[config.mk]
export PLATFORM = sky130hd
export DESIGN_NAME = multiplication_top
export DESIGN_NICKNAME = d
export VERILOG_FILES = /design/src/rtl/multiplication_top.sv
export SDC_FILE = /design/constraint.sdc
export NUM_CORES = 1
export LEC_CHECK = 0
export ABC_AREA = 1
export CAP_MARGIN = 20
export CORE_ASPECT_RATIO = 1.5
export CORE_MARGIN = 2
export CORE_UTILIZATION = 53
export CTS_BUF_LIST = sky130_fd_sc_hd__clkbuf_8 sky130_fd_sc_hd__clkbuf_16
export DETAILED_ROUTE_END_ITERATION = 6
export HOLD_SLACK_MARGIN = 0.1
export PLACE_DENSITY = 0.86
export SETUP_SLACK_MARGIN = 0.5
export SYNTH_ARGS = -nofsm -noshare
export SYNTH_HDL_FRONTEND = slang
export SYNTH_SLANG_ARGS = --single-unit
[constraint.sdc]
create_clock -name clk -period 2.8 [get_ports clk]
set_clock_uncertainty 0.15 [all_clocks]
set_input_delay 0.56 -clock clk [delete_from_list [all_inputs] [get_ports clk]]
set_output_delay 0.56 -clock clk [all_outputs]
set_load 0.01 [all_outputs]
[src/rtl/multiplication_top.sv]
// rtl/multiplication_top.sv - 64x64 unsigned radix-4 sequential multiplier, 129-bit registered result
// One operation takes 32 BUSY cycles, then one DONE cycle pulsing ready, then IDLE.

module multiplication_top (
   input  logic [63:0]  a_in,
   input  logic [63:0]  b_in,
   output logic [128:0] result,
   input  logic         clk,
   input  logic         reset,
   input  logic         start,
   output logic         ready
);

   typedef enum logic [1:0] {
      IDLE,
      BUSY,
      DONE
   } state_t;

   state_t         state;
   state_t         state_nxt;

   logic [63:0]    a_reg;
   logic [65:0]    a3_reg;
   logic [63:0]    b_reg;
   logic [129:0]   acc;
   logic [4:0]     step;

   logic [65:0]    pp;
   logic [66:0]    sum_hi;
   logic [129:0]   acc_nxt;
   logic           last_step;

   // Partial product for the two lowest remaining multiplier bits.
   always_comb begin
      pp = '0;
      case (b_reg[1:0])
         2'd0:    pp = '0;
         2'd1:    pp = {2'b00, a_reg};
         2'd2:    pp = {1'b0, a_reg, 1'b0};
         default: pp = a3_reg;
      endcase
   end

   // Add into the upper half, then shift the whole accumulator right by two;
   // after 32 steps the low 128 bits hold the complete product.
   assign sum_hi    = {1'b0, acc[129:64]} + {1'b0, pp};
   assign acc_nxt   = {1'b0, sum_hi, acc[63:2]};
   assign last_step = (step == 5'd31);

   always_comb begin
      state_nxt = state;
      case (state)
         IDLE:    if (start) state_nxt = BUSY;
         BUSY:    if (last_step) state_nxt = DONE;
         DONE:    state_nxt = IDLE;
         default: state_nxt = IDLE;
      endcase
   end

   always_ff @(posedge clk or negedge reset) begin
      if (!reset) begin
         state <= IDLE;
      end else begin
         state <= state_nxt;
      end
   end

   always_ff @(posedge clk or negedge reset) begin
      if (!reset) begin
         a_reg  <= '0;
         a3_reg <= '0;
         b_reg  <= '0;
         acc    <= '0;
         step   <= '0;
         result <= '0;
         ready  <= 1'b0;
      end else begin
         ready <= 1'b0;
         case (state)
            IDLE: begin
               if (start) begin
                  a_reg  <= a_in;
                  a3_reg <= {2'b00, a_in} + {1'b0, a_in, 1'b0};
                  b_reg  <= b_in;
                  acc    <= '0;
                  step   <= '0;
               end
            end
            BUSY: begin
               acc   <= acc_nxt;
               b_reg <= b_reg >> 2;
               step  <= step + 5'd1;
               if (last_step) begin
                  result <= {1'b0, acc_nxt[127:0]};
                  ready  <= 1'b1;
               end
            end
            default: begin
            end
         endcase
      end
   end

endmodule

==> impl_metrics.py, run 1 <==
metrics = {
    "status": {
        "status": "stopped before the end",
        "lastStage": "global routing (5_1_grt)",
        "stop_error": "[ERROR GRT-0232] Routing congestion too high. Check the congestion heatmap in the GUI.",
    },
    "floorplan": {
        "rows": 105,
        "die_x_um": 195,
        "initial_core_util": 0.534,
        "io_pins": 261,
        "die_h_um": 291,
    },
    "synth": {
        "avgSynthCellArea_sq_um": 6.80,
        "yosysWarnings": 0,
        "synth_top_cell_area_share": 0.392,
        "syn_inst": 4279,
        "synth_seq_area_share": 0.392,
        "synth_largest_area_cell": "dfrtp_1",
        "syn-num-nets": 4544,
        "ys_types": 46,
        "syn_area_sq_um": 29100,
        "synth-seq-cells": 456,
        "netlist_top_cells_area": "dfrtp_1, nand2_1, inv_1, ha_1, o21ai_0",
    },
    "placement": {
        "dp.final_hpwl_um": 93000,
        "dpl_worst_slack_ps": -569,
        "place_congestion": 1.03,
        "io_buffers": 259,
    },
    "grt": {
        "grt_overflow_total": 14,
        "grt.total_usage": 0.556,
        "grt_start_max_net_pins": 101,
    },
    "clocking": {
        "h-tree-depth": 2,
        "clock_sinks": 456,
        "cts_root_buf": "clkbuf_16",
        "cts_max_path_buffers": 3,
        "cts_buffers": 43,
    },
    "timing": {
        "worst_endpoint_kind": "register input",
        "postGrtWorstEndpoint": "acc[107]$_DFFE_PN0P_/D",
    },
}
==> stage by stage <==
| step | utilization | cell area (sq um) | cells |
|---|---|---|---|
| global placement | 0.696 | 38000 | 5730 |
| CTS | 0.751 | 40900 | 5830 |
| floorplan | - | 30000 | 4279 |
| detailed placement | 0.696 | 38000 | 5730 |
==> cells in the mapped netlist (all sizes together) <==
master and instances:
o21bai 15, o31ai 1, o21ai 290, a221oi 4
a221o 1, a22oi 1, nand4 28, inv 584
clkinv 5, dfrtp 456, o22ai 112, nand2 1554
xor2 5, a211oi 1, buf 38, clkbuf 92
nand3b 35, nor4 2, xnor2 44, nor2 324
nor3 35, fa 2, ha 132, o211ai 3
a22o 4, a21oi 239, o21a 1, nand3 256
conb 1, a31oi 3, or2 7, a21o 4
==> per-layer routing <==
layer / track usage / GRT overflow
met4: 0.508 / 6
met2: 0.837 / 8
met1: 0.566 / 0
met5: 0.112 / 0
met3: 0.257 / 0
==> kinds of logic after synthesis <==
logic type	count (synthesis)	share of synthesized area
buffers and inverters	719	0.0938
other	1	0.000129
adders and majority gates	134	0.0581
xor gates and xnor gates	49	0.0147
AOI/OAI and AO/OA	679	0.126
DFF	456	0.392
and+or+nand+nor	2241	0.315
==> timing repair <==
action / 4_1_cts
pin swaps: 80
buffers inserted: 19
hold buffers: 1
endpoints found under the hold margin: 51
resized for setup: 310
gates cloned: 2
endpoints found under the setup margin: 191
==> run 2, diff against run 1 <==
CORE_ASPECT_RATIO = default   (was 1.5)
CORE_UTILIZATION = 40   (was 53)
CTS_BUF_LIST = default   (was sky130_fd_sc_hd__clkbuf_8 sky130_fd_sc_hd__clkbuf_16)
HOLD_SLACK_MARGIN = default   (was 0.1)
PLACE_DENSITY = default   (was 0.86)
PLACE_DENSITY_LB_ADDON = 0.15   (was default)
SETUP_SLACK_MARGIN = default   (was 0.5)
clock period = 3.6 ns   (was 2.8 ns; I/O delays follow)
==> impl_metrics.py, run 2 <==
metrics = {
    "timing": {
        "worst_slew_pin_slew_ps": 1020,
        "rsz0062_at_grt": "yes",
        "post-route-period-util": 0.945,
        "hold_violations": 0,
        "holdWs_ps": 328,
        "maxSlewViolCount": 0,
        "post-route-min-period_ps": 3400,
        "setup_viol": 0,
        "relSlewSlack": 0.319,
        "max_freq_mhz": 294,
        "finalWorstSetupSlack_ps": 198,
    },
    "final_layout": {
        "nNetsFinal": 4900,
        "largest_register_ffs": 128,
        "areaGrowthSynthToFinish_pct": 23.4,
        "fin_cells": 5624,
        "diodes": 0,
        "nFillCells": 7385,
        "layout_common_cells": "nand2_1, inv_1, dfrtp_1",
        "post-route-util": 0.501,
        "drive_gt1_frac": 0.0794,
        "final_common_cell": "nand2_1",
    },
    "setup_path": {
        "reg2reg_slack_ps": 200,
        "crit_fanout": 29,
        "end_kind": "flip-flop",
        "arrival_ps": 3760,
        "path_class": "reg -> reg",
        "start_kind": "flip-flop",
        "crit_required_ps": 3950,
    },
    "drt": {
        "drt_iter0_drc": 2449,
        "drc": 0,
        "antenna_left": 0,
        "drt_pass1_iterations": 5,
        "dr_total_vias": 28860,
        "routedWlPerCell_um": 19.5,
        "routed_wirelength_um": 109000,
        "vias_per_cell": 5.13,
    },
    "floorplan": {
        "die_h_um": 274,
        "die_area_sq_um": 74900,
        "io_pins": 261,
        "rows": 98,
        "core_area_sq_um": 71700,
        "die_x_um": 274,
        "initial_core_util": 0.406,
    },
    "placement": {
        "place_congestion": 0.975,
        "dpl_worst_slack_ps": -61.9,
        "io_buffers": 259,
        "dp.final_hpwl_um": 86400,
        "dp_cells": 5529,
    },
    "clocking": {
        "clock_sinks": 456,
        "cts_setup_buffers": 0,
        "cts_tree": "yes",
        "cts_buffers": 53,
        "h-tree-depth": 2,
        "path_clk_slew_ps": 60,
        "cts_max_path_buffers": 3,
        "cts_root_buf": "clkbuf_16",
        "insertion_delay_ps": 640,
    },
    "synth": {
        "avgSynthCellArea_sq_um": 6.80,
        "yosys-top-cells-count": "nand2_1, inv_1, dfrtp_1",
        "synth_seq_area_share": 0.392,
        "synth_most_common_cell": "nand2_1",
        "synth-seq-cells": 456,
        "syn_inst": 4279,
        "synth_edf_count": 0,
        "syn_area_sq_um": 29100,
        "synth_async_sr_flop_share": 1.00,
        "synth_top_cell_area_share": 0.392,
        "netlist_top_cells_area": "dfrtp_1, nand2_1, inv_1, ha_1, o21ai_0",
        "ys_types": 46,
        "synth_largest_area_cell": "dfrtp_1",
        "syn-num-nets": 4544,
        "synth_ff_type": "dfrtp_1",
        "yosysWarnings": 0,
    },
    "pwr": {
        "ir_worst_vdd_mv": 0.561,
        "p_leak_nw": 18.5,
        "comb_power_share": 0.597,
        "fin_total_pwr_mw": 36.5,
        "p_per_area_nw_per_um2": 1020,
        "intPower_mw": 18.8,
        "switching_share": 0.485,
        "seq_power_share": 0.243,
        "netSwitchingPower_mw": 17.7,
        "clockPowerShare": 0.161,
    },
    "grt": {
        "grt_pass1_vias": 27187,
        "grt_start_max_net_pins": 216,
        "antenna_found_initial": 1,
        "grt_pass1_wl_um": 166000,
        "grt_overflow_total": 0,
        "grt.total_usage": 0.289,
    },
    "run": {
        "drv_cap": 0,
    },
    "status": {
        "status": "finished, final reports clean",
    },
    "min_path": {
        "hp-class": "reg -> reg",
    },
}
==> run 2: cell counts after synthesis <==
Identical to the previous run, type by type.
==> run 2: critical path, cell delays in order (launching register included) <==
cell and delay [ps]:
dfrtp_2 450, inv_2 100, nor2_1 60, inv_1 90
buf_12 190, nor2_1 60, o22ai_1 210, inv_1 120
ha_2 390, nand2_1 120, nor2_1 230, nand2_1 160
nor2_1 260, buf_4 180, nand3_1 150, nand2_1 110
nand2_1 60, nand3_1 90, nand2_1 70
==> run 2: cell type report <==
class / count / area [sq um] / share of cell area
multi-input combinational: 3104 / 15100 / 0.421
sequential: 456 / 11400 / 0.318
timing repair buffer: 431 / 4100 / 0.114
inverter: 589 / 2210 / 0.0616
clock buffer: 68 / 1470 / 0.0410
tap: 950 / 1190 / 0.0331
clock inverter: 26 / 407 / 0.0113
==> run 2: logic make-up after synthesis <==
logic type | synth area share
compound gates | 0.126
xor+xnor | 0.0147
fa+ha+maj | 0.0581
buf+inv | 0.0938
flops | 0.392
other cells | 0.000129
simple gates | 0.315
==> run 2: power by group through the flow <==
stage | sequential [mW] | clock, mW | combinational (mW)
2_1_floorplan | 8.65 | 0 | 13.1
3_3_place_gp | 8.85 | 0 | 21.1
3_5_place_dp | 8.89 | 0 | 21.4
4_1_cts | 8.84 | 5.97 | 21.4
5_1_grt | 9.09 | 6.18 | 24.1
6_report | 8.85 | 5.86 | 21.8
==> run 2: per-stage QoR <==
step / setup TNS (ps) / area, sq um
after global placement: -69.9 / 33900
after floorplan: 0 / 29100
after detailed placement: -140 / 33900
after global routing: -7.25 / 35900
after CTS: 0 / 35800
final: 0 / 35900
==> run 2: what timing repair did <==
action / 4_1_cts / 5_1_grt
hold endpoints to repair: 18 / 0
setup endpoints to repair: 2 / 69
hold buffers: 1 / 0
gates resized for setup: 1 / 45
pin swaps: 0 / 2
==> run 2: layer usage <==
layer	part of all wire	GRT usage	up-vias
met5	0.00011	0	-
met4	0.032	0.0889	2
met3	0.052	0.0355	149
met2	0.45	0.464	776
met1	0.46	0.405	13600
li1	-	-	14333
==> run 2: path summary, 6_finish.rpt <==
check / startpoint / depth (start not counted) / to
worst max-delay path: b_reg[0] / 18 / result[117]
worst min-delay path: result[108] / 2 / result[108]
worst max register to register: b_reg[0] / 18 / result[117]
worst min register to register: result[108] / 2 / result[108]
max in group asynchronous: reset / 3 / a_reg[58]
min in group asynchronous: reset / 2 / a3_reg[46]
Note: power is estimated with default switching activity, not from simulation.
